**config.mk**
```make
export PLATFORM = sky130hd
export DESIGN_NAME = clk_div_ctrl
export DESIGN_NICKNAME = d
export VERILOG_FILES = /design/src/rtl/clk_div_ctrl.sv
export SDC_FILE = /design/constraint.sdc
export NUM_CORES = 1
export LEC_CHECK = 0
export CAP_MARGIN = 20
export CORE_AREA = 2 2 71 73
export CTS_BUF_LIST = sky130_fd_sc_hd__clkbuf_8 sky130_fd_sc_hd__clkbuf_16
export CTS_CLUSTER_DIAMETER = 50
export CTS_CLUSTER_SIZE = 40
export DETAILED_ROUTE_END_ITERATION = 16
export DIE_AREA = 0 0 73 75
export PLACE_DENSITY_LB_ADDON = 0.12
export SLEW_MARGIN = 10
export SYNTH_ARGS = -nofsm -noshare
export SYNTH_HDL_FRONTEND = slang
export SYNTH_SLANG_ARGS = --single-unit
```
**constraint.sdc**
```tcl
create_clock -name clk_ref -period 6.1 [get_ports clk_ref]
set_input_delay 0.61 -clock clk_ref [delete_from_list [all_inputs] [get_ports clk_ref]]
set_output_delay 0.61 -clock clk_ref [all_outputs]
set_load 0.1 [all_outputs]
```
**src/rtl/clk_div_ctrl.sv**
```systemverilog
// clk_div_ctrl: round-robin sequencer for divider ratio changes.
// Gates clk_en around each ratio load, then acks the winning requester.
module clk_div_ctrl #(
  parameter int div_ratio_wd  = 8,
  parameter int num_req       = 4,
  parameter int default_ratio = 2,
  parameter int gate_cycles   = 2,
  parameter int settle_cycles = 4
) (
  input  logic                             clk_ref,
  input  logic                             rst_n,
  input  logic [num_req-1:0]               req,
  input  logic [num_req*div_ratio_wd-1:0]  req_ratio,
  output logic [num_req-1:0]               grant,
  output logic                             err,
  output logic [div_ratio_wd-1:0]          div_ratio,
  output logic                             clk_en,
  output logic                             busy
);

  localparam int IW = $clog2(num_req);
  localparam int MC = (gate_cycles > settle_cycles) ?
                      gate_cycles : settle_cycles;
  localparam int CW = $clog2(MC + 1);
  localparam logic [num_req-1:0] ONE = num_req'(1);

  typedef enum logic [2:0] {
    S_BOOT,
    S_IDLE,
    S_GATE,
    S_LOAD,
    S_SETTLE,
    S_ACK
  } state_t;

  state_t                    r_state, w_state_n;
  logic [IW-1:0]             r_ptr, w_ptr_n;
  logic [IW-1:0]             r_win, w_win_n;
  logic [div_ratio_wd-1:0]   r_ratio, w_ratio_n;
  logic                      r_rej, w_rej_n;
  logic [CW-1:0]             r_cnt, w_cnt_n;
  logic [div_ratio_wd-1:0]   r_div, w_div_n;
  logic                      r_en, w_en_n;
  logic [num_req-1:0]        r_grant, w_grant_n;
  logic                      r_err, w_err_n;
  logic                      r_busy, w_busy_n;

  logic [IW:0]               w_pick;
  logic                      w_hit;
  logic [IW-1:0]             w_win;
  logic [div_ratio_wd-1:0]   w_wratio;

  function automatic logic [IW:0] f_pick(
    input logic [num_req-1:0] rq,
    input logic [IW-1:0]      ptr
  );
    logic [IW:0] res;
    int          idx;
    res = '0;
    for (int k = num_req - 1; k >= 0; k--) begin
      idx = (int'(ptr) + k) % num_req;
      if (rq[idx]) res = {1'b1, IW'(idx)};
    end
    return res;
  endfunction

  assign w_pick   = f_pick(req, r_ptr);
  assign w_hit    = w_pick[IW];
  assign w_win    = w_pick[IW-1:0];
  assign w_wratio =
    req_ratio[int'(w_win)*div_ratio_wd +: div_ratio_wd];

  always_comb begin
    w_state_n = r_state;
    w_ptr_n   = r_ptr;
    w_win_n   = r_win;
    w_ratio_n = r_ratio;
    w_rej_n   = r_rej;
    w_cnt_n   = r_cnt;
    w_div_n   = r_div;
    w_en_n    = r_en;
    w_grant_n = '0;
    w_err_n   = 1'b0;
    w_busy_n  = r_busy;
    unique case (r_state)
      S_BOOT: begin
        w_state_n = S_IDLE;
        w_en_n    = 1'b1;
      end
      S_IDLE: begin
        if (w_hit) begin
          w_win_n   = w_win;
          w_ratio_n = w_wratio;
          w_busy_n  = 1'b1;
          w_rej_n   = (w_wratio == '0);
          // no-op/reject hold one cycle so the ack lands on E1
          if (w_wratio == '0 || w_wratio == r_div) begin
            w_state_n = S_SETTLE;
            w_cnt_n   = '0;
          end else begin
            w_state_n = S_GATE;
            w_cnt_n   = CW'(gate_cycles - 1);
            w_en_n    = 1'b0;
          end
        end
      end
      S_GATE: begin
        if (r_cnt == '0) begin
          w_state_n = S_LOAD;
          w_div_n   = r_ratio;
        end else begin
          w_cnt_n = r_cnt - CW'(1);
        end
      end
      S_LOAD: begin
        w_state_n = S_SETTLE;
        w_en_n    = 1'b1;
        w_cnt_n   = CW'(settle_cycles - 1);
      end
      S_SETTLE: begin
        if (r_cnt == '0) begin
          w_state_n = S_ACK;
          w_grant_n = ONE << r_win;
          w_err_n   = r_rej;
          w_ptr_n   = (r_win == IW'(num_req - 1)) ?
                      '0 : r_win + IW'(1);
        end else begin
          w_cnt_n = r_cnt - CW'(1);
        end
      end
      S_ACK: begin
        w_state_n = S_IDLE;
        w_busy_n  = 1'b0;
      end
      default: w_state_n = S_BOOT;
    endcase
  end

  always_ff @(posedge clk_ref or negedge rst_n) begin
    if (!rst_n) begin
      r_state <= S_BOOT;
      r_ptr   <= '0;
      r_win   <= '0;
      r_ratio <= '0;
      r_rej   <= 1'b0;
      r_cnt   <= '0;
      r_div   <= div_ratio_wd'(default_ratio);
      r_en    <= 1'b0;
      r_grant <= '0;
      r_err   <= 1'b0;
      r_busy  <= 1'b0;
    end else begin
      r_state <= w_state_n;
      r_ptr   <= w_ptr_n;
      r_win   <= w_win_n;
      r_ratio <= w_ratio_n;
      r_rej   <= w_rej_n;
      r_cnt   <= w_cnt_n;
      r_div   <= w_div_n;
      r_en    <= w_en_n;
      r_grant <= w_grant_n;
      r_err   <= w_err_n;
      r_busy  <= w_busy_n;
    end
  end

  assign grant     = r_grant;
  assign err       = r_err;
  assign div_ratio = r_div;
  assign clk_en    = r_en;
  assign busy      = r_busy;

endmodule

```
# Word-level counts from Yosys, hierarchy flattened
# Index checks and enable logic that the tools add are counted.
[word_totals]
ff_bits = 34
in_bits = 38
out_inout_bits = 15
wordCells = 91
[op_classes]
n_addsub = 5
n_eq_ne = 12
bitwise = 3
shifts = 2
n_mux = 34
order_cmp = 4
reduce_logical = 20
[ops]
columns = ["operator", "n"]
rows = [
  ["$shiftx 32x6->8", 1],
  ["$mux 3", 10],
  ["$pmux 3 s5", 1],
  ["$mux 1", 13],
  ["$lt 3x4->1 const B", 3],
  ["$reduce_or 2->1", 6],
  ["$ne 2x2->1 const B", 5],
  ["$pmux 3 s3", 1],
  ["$reduce_and 3->1", 3],
  ["$bmux 1 s2", 4],
  ["$eq 8x8->1", 1],
  ["$logic_not 8->1", 1],
  ["$mux 4", 2],
  ["$reduce_and 2->1", 4],
  ["$eq 3x2->1 const B", 2],
  ["$eq 3x3->1 const B", 2],
  ["$logic_not 3->1", 2],
  ["$add 2x1->2 const B", 2],
  ["$add 2x2->2 const B", 2],
  ["$pmux 1 s2", 2],
  ["$reduce_bool 2->1", 2],
  ["$shl 1x2->4 const A", 1],
  ["$and 1x1->1 const A", 3],
  ["$eq 3x1->1 const B", 1],
  ["6 further kinds", 6],
]

# Depth between registers and ports, before layout
[depth]
word_depth = 16
ltp_mapped = 11
depth_no_buf = 9

# Worst setup path before layout
# No wires, ideal clock.
[synth_timing]
kind = "in2reg"
startpoint = "in req[2]"
endpoint = "reg r_en, in the netlist clk_en"
required_time_ns = 6.006
arrival_time_ns = 2.738
setup_time_ns = 0.094
n_path_buf = 0
path_stages = 9
setup_slack_ns = 3.268
path_cell_list = "mux2i_1 -> nor2_2 -> nor3_2 -> mux2i_1 -> o32ai_1 -> or4_4 -> nor4_4 -> nor2_2 -> a221oi_2"
[synth_via]
elab_chain_cells = 12
word_cells_on_any_way = 22
cone_classes = "eq/ne: 3; shift: 1; mux: 15; reduce/logical: 3"
[synth_lines]
columns = ["item", "line_no", "text"]
rows = [
  ["from (decl)", "12", "input logic [num_req-1:0] req,"],
  ["$bmux 1 s2", "62", "if (rq[idx]) res = {1'b1, IW'(idx)};"],
  ["$mux 1 (implied by the code) (2 in a row)", "62", ""],
  ["$mux 3 (3 in a row)", "62", ""],
  ["$mux 3 *", "62", ""],
  ["$shiftx 32x6->8", "71", "req_ratio[int'(w_win)*div_ratio_wd +: div_ratio_wd];"],
  ["$eq 8x8->1 / $logic_not 8->1 (equally long branches)", "97", "if (w_wratio == '0 || w_wratio == r_div) begin"],
  ["$logic_or 1x1->1", "97", ""],
  ["$ne 2x2->1 (no line)", "--", ""],
  ["$reduce_and 3->1 (no line) *", "--", ""],
  ["to (signal assigned)", "160", "r_en <= w_en_n;"],
  ["to (decl)", "43", "logic r_en, w_en_n;"],
]
# Every way passes the cells marked *; elsewhere a longest branch is shown, timed or not. The select of a mux whose other input is x is not followed.
# A chain may end at the register's enable or synchronous reset.

# Final worst setup path
# Ends and elaborated chain as after synthesis.

==> metrics.cfg <==
[outcome]
status=finished, final reports clean

[clock_tree]
cts_setup_buffers=0
clk_latency_ns=0.29
cts_tree=yes
hold_buffers=0
clock-sinks=34
cts_buffer_depth=2
clkTransAtPathRegs_ns=0.08
root_buffer=clkbuf_8
numCtsBuffers=5
cts_repair_resize_count=0
cts-htree-levels=2

[place]
post_dp_cell_area_mm2=0.00283
dp_hpwl_mm=4.36
port_buffers=52
routabilityCongestion=0.871

[synthesis]
syn_inst=239
synth_cell_types=63
avgSynthCellArea_um2=9.51
syn_nets=283
syn_area_mm2=0.00227
seq_area_frac_synth_pct=37.5
synth-edff-count=0
synth_seq_cells=34
synth_top_area_share_pct=36.3
synthTopCellsByArea=dfrtp_1, mux2_2, mux2i_1, nand2_1, ha_1
synth_ff_type=dfrtp_1
async_reset_ff_share_pct=100
ys_warn_count=0
synth_top_area_cell=dfrtp_1

[setup_path]
reg2reg_depth=9
cp_max_fo=19
crit_path_end_kind=flop
cp_slowest_cell=or3_1
critPathLaunch=req[2]
r2r_end=clk_en
path_cells=clkdlybuf4s50_1 -> nand2b_1 -> a21oi_2 -> or3_1 -> mux2i_1 -> a2111oi_0 -> a22oi_1 -> nor4_4 -> nor2_2 -> a221oi_2
cp.arrival_ns=3.94
crit_path_max_incr_delay_ns=0.72
startpoint_type=primary input
worstReg2RegStart=r_ptr[1]
required_ns=6.31
crit_type=primary input to flop
r2r_slack_ns=2.69

[detailed_routing]
wire_per_inst_um=16.8
via_count=2049
drc_errors=0
drt_iter0_markers=175
viasPerCell=5.90
drt-pass1-iter-count=5
drt-total-wl_mm=5.82
ant_nets=0

[hold_path]
hold_start=r_rej
worstHoldEndpoint=err
worstHoldPathType=flop to flop
hold_depth=1

[floorplan]
rows=25
pin_count=53
coreArea_mm2=0.00466
die_x_um=73
die_h_um=75
start_util_pct=48.8
dieArea_mm2=0.00548

[pwr]
power_uw=1520
leakagePower_uw=0.00127
ir_drop_mv=0.401
cellPowerDensity_mw_per_mm2=512

[grt]
antenna_found_initial=0
grt_pass1_wl_mm=9.20
grt_usage_pct=22.2
grt_pass1_vias=1849
grt_start_max_net_pins=35
gr-total-overflow=0

[job]
drv_cap=0

[finish]
syn_to_final_growth_pct=30.7
fillers=402
nets=336
antenna_cells=0
layout-drive-gt1-share_pct=12.3
seq_area_um2=852
postLayoutCellArea_mm2=0.00297
multi_input_area_mm2=0.00133

[timing]
max_slew_margin_pct=34.9
fin_crit_sh_pct=61.1
hold_viol_final=0
finalSetupTns_ns=0
clock_skew_ns=0.00693
max_freq_mhz=268
min_period_ns=3.73
rsz0062_at_grt=no
final-setup-viol-count=0
report.final.slew_viol_count=0
tightest_slew_ns=0.973

synthesized netlist by cell type, types with 4 or more instances:
library cell,number
a211oi_1,5
o21ai_0,14
nor2_1,7
ha_1,6
nand2b_1,4
a21oi_1,10
nand2_1,30
mux2i_1,12
clkbuf_1,5
inv_1,13
or3_1,5
mux2_2,11
dfrtp_1,33
nor3_1,6
and2_1,8
nand3_1,4
o31ai_1,5
area by class of cell:
type	instances	area share, %
repair buffers	54	18.0
inverters	13	1.64
multi-input cells	184	44.8
clock inverters	3	2.32
flip-flops and latches	34	28.7
clock buffers	5	2.32
well taps	54	2.27
registers in the layout, indices dropped and copies added, names as in the netlist:
name and count:
div_ratio 8, r_ratio 8, grant 4, r_cnt 3, r_state 3, r_ptr 2, r_win 2, busy 1
clk_en 1, err 1, r_rej 1
metrics by stage:
stage	worst slack (ns)	util, %	std cells	hold slack, ns
after floorplan	3.27	-	239	0.314
after global placement	2.17	60.8	339	0.465
after detailed placement	2.04	60.8	339	0.469
after CTS	2.38	63.8	347	0.488
after global routing	2.09	63.8	347	0.503
final	2.37	63.8	347	0.483
critical path: cells and delay by family:
family	cells	cell delay [ns]
AOI/OAI and AO/OA	4	1.29
buffers and inverters	1	0.56
muxes	1	0.24
and+or+nand+nor	4	1.23
layout by cell type, fill, tap and decap left out, types with 2 or more instances in the layout:
cell type	n
o22ai_1	3
and3_1	2
nor2b_1	3
o31ai_1	5
o211ai_1	2
inv_1	13
nand2b_1	4
clkbuf_8	5
dfrtp_1	33
xor2_1	3
a21oi_1	10
o32ai_1	2
o21ai_0	14
mux2_2	11
and2_1	8
or3_1	5
mux2i_1	12
o21a_1	2
a21o_1	2
nand2_1	30
a211oi_1	5
ha_1	6
nor2_2	3
nor3_1	6
buf_4	2
nand3_1	4
bufinv_16	2
nand3b_1	2
a32oi_1	2
nor2_1	7
clkdlybuf4s50_1	52
metal layers:
metal / part of all wire [%] / vias up / wire length [um] / GRT usage [%]
met3: 6.7 / 9 / 392 / 4.42
li1: - / 990 / - / -
met2: 42 / 82 / 2460 / 32.5
met5: 0 / - / 0 / 0
met4: 1.5 / 0 / 90 / 8.23
met1: 49 / 968 / 2870 / 32.4
power breakdown:
part           internal, uW  switching (uW)  total (uW)  leakage [uW]
sequential              316            88.2         404      0.000427
combinational           301             559         860      0.000778
clock                   164            93.4         257     0.0000683
worst max path at each step:
stage / to / slack [ns] / depth (start not counted)
floorplan: clk_en / 3.27 / 9
global placement: clk_en / 2.17 / 10
detailed placement: clk_en / 2.04 / 10
CTS: clk_en / 2.38 / 10
global route: clk_en / 2.09 / 10
finish: clk_en / 2.37 / 10
cells by family after synthesis:
logic type / share of synthesized area, %
compound gates: 20.5
xor+xnor: 1.54
fa+ha+maj: 3.30
buf+inv: 4.02
flops: 37.5
mux: 12.8
simple gates: 20.3
Note: power is estimated with default switching activity, not from simulation.
